### config.mk
export PLATFORM = sky130hd
export DESIGN_NAME = conv_encoder_flat
export DESIGN_NICKNAME = d
export VERILOG_FILES = /design/src/rtl/viterbi_pkg.sv /design/src/rtl/conv_encoder_if.sv /design/src/rtl/conv_enc_core.sv /design/src/rtl/conv_encoder.sv /design/src/flat_wrapper.sv
export SDC_FILE = /design/constraint.sdc
export NUM_CORES = 1
export LEC_CHECK = 0
export BUFFER_PORTS_ARGS = -buffer_cell sky130_fd_sc_hd__buf_2
export CAP_MARGIN = 20
export CORE_ASPECT_RATIO = 0.5
export CORE_MARGIN = 3
export CORE_UTILIZATION = 38
export CTS_CLUSTER_SIZE = 14
export DETAILED_ROUTE_END_ITERATION = 8
export GPL_TIMING_DRIVEN = 1
export PLACE_DENSITY_LB_ADDON = 0.15
export RECOVER_POWER = 100
export SYNTH_ARGS = -nofsm -noshare
export SYNTH_HDL_FRONTEND = slang
export SYNTH_SLANG_ARGS = --single-unit
### constraint.sdc
create_clock -name clk -period 2 [get_ports clk]
set_clock_uncertainty 0.2 [all_clocks]
set_input_delay 0.6 -clock clk [delete_from_list [all_inputs] [get_ports clk]]
set_output_delay 0.6 -clock clk [all_outputs]
set_load 0.05 [all_outputs]
### src/rtl/viterbi_pkg.sv
// viterbi_pkg: constraint length, default generators and encoder FSM states shared by encoder and decoder
package viterbi_pkg;
  localparam int K = 3;
  localparam logic [K-1:0] G0_DEF = 3'b111;
  localparam logic [K-1:0] G1_DEF = 3'b101;
  typedef enum logic [1:0] {RUN, TAIL1, TAIL2} enc_state_t;
endpackage

### src/rtl/conv_encoder_if.sv
// conv_encoder_if: input bit stream and encoded pair stream of the convolutional encoder
interface conv_encoder_if #(parameter int CNT_W = 16);
  logic in_valid;
  logic in_ready;
  logic in_bit;
  logic in_last;
  logic enc_valid;
  logic out_ready;
  logic [1:0] enc_pair;
  logic enc_last;
  logic [CNT_W-1:0] pair_cnt;
  modport master (
    output in_valid, in_bit, in_last, out_ready,
    input  in_ready, enc_valid, enc_pair, enc_last, pair_cnt
  );
  modport slave (
    input  in_valid, in_bit, in_last, out_ready,
    output in_ready, enc_valid, enc_pair, enc_last, pair_cnt
  );
endinterface

### src/rtl/conv_enc_core.sv
// conv_enc_core: combinational rate-1/2 pair from {d,s1,s0}
module conv_enc_core import viterbi_pkg::*; #(
  parameter logic [K-1:0] G0 = G0_DEF,
  parameter logic [K-1:0] G1 = G1_DEF
) (
  input  logic [K-1:0] i_reg,
  output logic [1:0]   o_pair
);
  assign o_pair = {^(G0 & i_reg), ^(G1 & i_reg)};
endmodule

### src/rtl/conv_encoder.sv
// conv_encoder: K=3 rate-1/2 encoder; define CONV_ENC_TAIL_EN for zero-tail termination, otherwise frames are truncated
module conv_encoder import viterbi_pkg::*; #(
  parameter logic [K-1:0] G0 = G0_DEF,
  parameter logic [K-1:0] G1 = G1_DEF,
  parameter int CNT_W = 16
) (
  input logic clk,
  input logic rst,
  conv_encoder_if.slave bus
);
  enc_state_t r_state, w_state_nx;
  logic [1:0] r_sh, r_pair, w_pair;
  logic [CNT_W-1:0] r_cnt;
  logic r_valid, r_last;
  logic w_free, w_acc, w_emit, w_d, w_last, w_clr;
  conv_enc_core #(.G0(G0), .G1(G1)) u_core (.i_reg({w_d, r_sh}), .o_pair(w_pair));
  assign w_free        = !r_valid || bus.out_ready;
  assign bus.in_ready  = rst && r_state == RUN && w_free;
  assign w_acc         = bus.in_valid && bus.in_ready;
  assign bus.enc_valid = r_valid;
  assign bus.enc_pair  = r_pair;
  assign bus.enc_last  = r_last;
  assign bus.pair_cnt  = r_cnt;
  // next state and the bit fed to the encoder: data in RUN, flushing zeros in the tail states
  always_comb begin
    w_state_nx = RUN;
    w_d        = bus.in_bit;
    w_emit     = w_acc;
    w_last     = bus.in_last;
    w_clr      = bus.in_last;
`ifdef CONV_ENC_TAIL_EN
    w_d        = r_state == RUN && bus.in_bit;
    w_emit     = r_state == RUN ? w_acc : w_free;
    w_last     = r_state == TAIL2;
    w_clr      = 1'b0;
    w_state_nx = r_state == RUN ? (w_acc && bus.in_last ? TAIL1 : RUN) :
                 !w_free ? r_state : r_state == TAIL1 ? TAIL2 : RUN;
`endif
  end
  // FSM state register
  always_ff @(posedge clk)
    if (!rst) r_state <= RUN;
    else r_state <= w_state_nx;
  // output slot and shift state advance together; the slot holds while downstream stalls
  always_ff @(posedge clk)
    if (!rst) begin
      r_sh    <= 2'b00;
      r_valid <= 1'b0;
      r_pair  <= 2'b00;
      r_last  <= 1'b0;
    end else if (w_emit) begin
      r_sh    <= w_clr ? 2'b00 : {w_d, r_sh[1]};
      r_valid <= 1'b1;
      r_pair  <= w_pair;
      r_last  <= w_last;
    end else if (bus.out_ready) begin
      r_valid <= 1'b0;
    end
  // per-frame pair counter, saturating, cleared when the final pair leaves
  always_ff @(posedge clk)
    if (!rst) r_cnt <= '0;
    else if (r_valid && bus.out_ready) r_cnt <= r_last ? '0 : &r_cnt ? r_cnt : r_cnt + 1'b1;
endmodule
### src/flat_wrapper.sv
// flat-port wrapper written by rule: the top's interface ports become plain ports
module conv_encoder_flat import viterbi_pkg::*;
#(
  parameter logic [K-1:0] G0 = G0_DEF,
  parameter logic [K-1:0] G1 = G1_DEF,
  parameter int CNT_W = 16
)
  (clk, rst, bus_in_valid, bus_in_bit, bus_in_last, bus_out_ready, bus_in_ready, bus_enc_valid, bus_enc_pair, bus_enc_last, bus_pair_cnt);
  conv_encoder_if #(.CNT_W(CNT_W)) bus_i ();
  input logic clk;
  input logic rst;
  input wire logic [$bits(bus_i.in_valid)-1:0] bus_in_valid;
  input wire logic [$bits(bus_i.in_bit)-1:0] bus_in_bit;
  input wire logic [$bits(bus_i.in_last)-1:0] bus_in_last;
  input wire logic [$bits(bus_i.out_ready)-1:0] bus_out_ready;
  output wire logic [$bits(bus_i.in_ready)-1:0] bus_in_ready;
  output wire logic [$bits(bus_i.enc_valid)-1:0] bus_enc_valid;
  output wire logic [$bits(bus_i.enc_pair)-1:0] bus_enc_pair;
  output wire logic [$bits(bus_i.enc_last)-1:0] bus_enc_last;
  output wire logic [$bits(bus_i.pair_cnt)-1:0] bus_pair_cnt;
  assign bus_i.in_valid = bus_in_valid;
  assign bus_i.in_bit = bus_in_bit;
  assign bus_i.in_last = bus_in_last;
  assign bus_i.out_ready = bus_out_ready;
  assign bus_in_ready = bus_i.in_ready;
  assign bus_enc_valid = bus_i.enc_valid;
  assign bus_enc_pair = bus_i.enc_pair;
  assign bus_enc_last = bus_i.enc_last;
  assign bus_pair_cnt = bus_i.pair_cnt;
  conv_encoder #(.G0(G0), .G1(G1), .CNT_W(CNT_W)) u_core (.clk(clk), .rst(rst), .bus(bus_i));
endmodule
==> reports/metrics.csv <==
metric,value,unit
status,"complete, no violations",
r2r_cells,5,
n_antenna_cell,0,
drtIter0Drc,113,
dr_total_vias,1328,
relSlewSlack,0.7420,
gp_congestion,0.8328,
synthesis.nets,163,
synth_cells,156,
final_cell_area,1605,µm²
synth_warnings,0,
antenna_found_initial,0,
multi_input_area,767.0,µm²
crit_family,buffers and inverters,
period_share,0.9695,
syn_avg_cell_area,8.205,µm²
area_delta_synth_final,25.42,%
rsz0062_at_grt,no,
drt-total-wl,3577,µm
fin_cells,231,
cts_tree,yes,
port_buffers,26,
grt_pass1_vias,1142,
setup_viol,0,
fmax,515.7,MHz
leakage,0.6248,nW
max_stage_delay,0.14,ns
cts-root-buf,clkbuf_8,
clk_pin_slew,0.08,ns
wire_per_inst,15.48,µm
post_cts_buffers,0,
cp_max_fo,4,
io_pins,27,
ys_ff_latch,22,
overflow,0,
hold_end,u_core.r_sh[1],
clkLatencyLatePin,0.27,ns
worst_slew_pin_slew,0.3870,ns
grt_max_degree,18,
drc,0,
cp-end-kind,output port,
htree_levels,1,
cp_num_buf_inv,2,
fillers,325,
setup_slack,0.06091,ns
core_area,3100,µm²
clock_path_buffers,2,
drive_above_1_share,0.3194,
finalHoldViolCount,0,
whs_path_depth,2,
cts_sinks,22,
path_cells,buf_2 -> nand2b_4 -> and2_4 -> buf_6,
dp_hpwl,2690,µm
grt_usage,0.1924,
ant_nets,0,
rr_startpoint,u_core.bus.pair_cnt[0],
nets,199,
cts-buffers-inserted,3,
num_rows,14,
syn_area,1280,µm²
dieArea,4143,µm²
dr.pass1.iters,4,
irDropWorstVdd,0.0002954,V
place_worst_setup_slack,-0.02238,ns
synthFlopType,dfxtp_1,
pwr_density_cell,619.1,nW/µm²
critical_path_class,in2out,
seq_area,449.2,µm²
ys_types,44,
maxSlewViolCount,0,
start_util,0.4128,
p_total,0.9938,mW
async_reset_ff_frac,0,
start_kind,primary input,
maxCapViolCount,0,
rrSetupSlack,0.13,ns
grt_pass1_wl,5913,µm
fin_crit,1.939,ns
placedInstanceArea,1531,µm²
synth_seq_area_share,0.3441,
chipHeight,47.04,µm
die_x,88.08,µm
required,1.20,ns
synth_edf_count,0,
viasPerCell,5.749,
critical_path_arrival,1.14,ns
crit_slowest_cell,nand2b_4,
hp-start,u_core.r_sh[1],
holdCritPathClass,reg2reg,
reg2reg_to,u_core.bus.pair_cnt[0],
fin_util,0.5178,
place_inst,227,
report_power, final:
group          internal, mW  leakage (nW)  switching (mW)
Clock                 0.268        0.0357           0.157
Combinational        0.0387         0.408          0.0751
Sequential            0.446         0.181          0.0101
how the worst max path moves through the flow:
stage / startpoint / endpoint / slack, ns / depth (start not counted)
2_1_floorplan: rst / bus_in_ready / 0.007 / 3
3_3_place_gp: bus_out_ready / bus_in_ready / -0.006 / 4
3_5_place_dp: bus_out_ready / bus_in_ready / -0.02 / 4
5_1_grt: u_core.bus.pair_cnt[13] / bus_pair_cnt[13] / 0.04 / 1
6_report: bus_out_ready / bus_in_ready / 0.06 / 4
4_1_cts: bus_out_ready / bus_in_ready / 0.003 / 4
registers in the layout (all words and copies together), names as in the netlist:
| signal | cells |
|---|---|
| u_core.bus.pair_cnt | 16 |
| u_core.bus.enc_last | 1 |
| u_core.r_sh | 2 |
| u_core.bus.enc_valid | 1 |
| u_core.bus.enc_pair | 2 |
stage by stage:
stage          hold WS, ns   TNS [ns]
5_1_grt             0.3088          0
6_report            0.2825          0
3_5_place_dp        0.2659   -0.02238
3_3_place_gp        0.2621  -0.006122
4_1_cts             0.2865          0
2_1_floorplan       0.2435          0
cell usage in the layout, fill, tap and decap left out, drive strengths merged, types with 2 or more instances in the layout:
cell	netlist	routed
clkbuf	7	27
nand2	22	22
dfxtp	22	22
buf	4	18
o21ai	9	9
and4	8	8
nand3	7	7
nor2	7	7
a31oi	7	7
inv	5	5
mux2i	5	5
nand4	5	5
a21oi	5	5
nor4	4	4
and2	4	4
nand2b	3	3
or3	2	2
and3	2	2
or3b	2	2
nor3	2	2
a32o	2	2
o22ai	2	2
a41oi	2	2
o221a	2	2
or4	2	2
final cells by class:
cell class / count / share of cell area
Clock buffer: 3 / 0.02572
Clock inverter: 1 / 0.01871
Inverter: 5 / 0.01169
Multi-Input combinational cell: 118 / 0.4778
Sequential cell: 22 / 0.2798
Tap cell: 40 / 0.03118
Timing Repair Buffer: 42 / 0.1551
cell families (layout without fill, tap and decap cells):
group,count (synthesis),after routing,synth area share
flip-flops,22,22,0.3441
multiplexers,6,6,0.04790
XOR/XNOR,2,2,0.01369
AND/OR/NAND/NOR,72,72,0.3187
adder cells (fa/ha/maj),1,1,0.009774
buffers and inverters,16,51,0.06061
AO/OA/AOI/OAI,37,37,0.2053
layer usage:
| layer | part of all wire | wire (µm) | up-vias | GRT usage |
|---|---|---|---|---|
| met2 | 0.40 | 1445 | 50 | 0.2829 |
| met3 | 0.081 | 288 | 2 | 0.05254 |
| met4 | 0.0062 | 22 | 0 | 0.03614 |
| met5 | 0 | 0 | - | 0 |
| met1 | 0.51 | 1821 | 611 | 0.2841 |
| li1 | - | - | 665 | - |
worst min-delay path: cells and delay by family, from the launching register on:
kind             cells  cell delay (ns)
AND/OR/NAND/NOR      1             0.06
flip-flops           1             0.34
AO/OA/AOI/OAI        1             0.05
synthesized netlist by cell type (2+ instances only):
cell type	n	share of area
nor2_1	7	0.021
nor3_1	2	0.0078
and2_1	4	0.020
or3_1	2	0.0098
inv_1	5	0.015
mux2i_1	5	0.039
dfxtp_1	22	0.34
and4_1	7	0.048
o22ai_1	2	0.0098
nand2_1	21	0.062
nor4_1	4	0.020
or4_1	2	0.012
buf_2	2	0.0078
o221a_2	2	0.018
a41oi_1	2	0.014
or3b_2	2	0.014
buf_6	2	0.018
and3_1	2	0.0098
a31oi_1	7	0.034
clkbuf_1	7	0.021
nand3_1	6	0.023
nand2b_1	3	0.015
o21ai_0	9	0.035
a32o_1	2	0.016
a21oi_1	4	0.016
nand4_1	5	0.024
timing repair:
action                                  4_1_cts  5_1_grt
gates resized for setup                       1        4
hold buffers                                  0        0
endpoints found under the setup margin        1        3
Power figures use the tool's default switching activity.
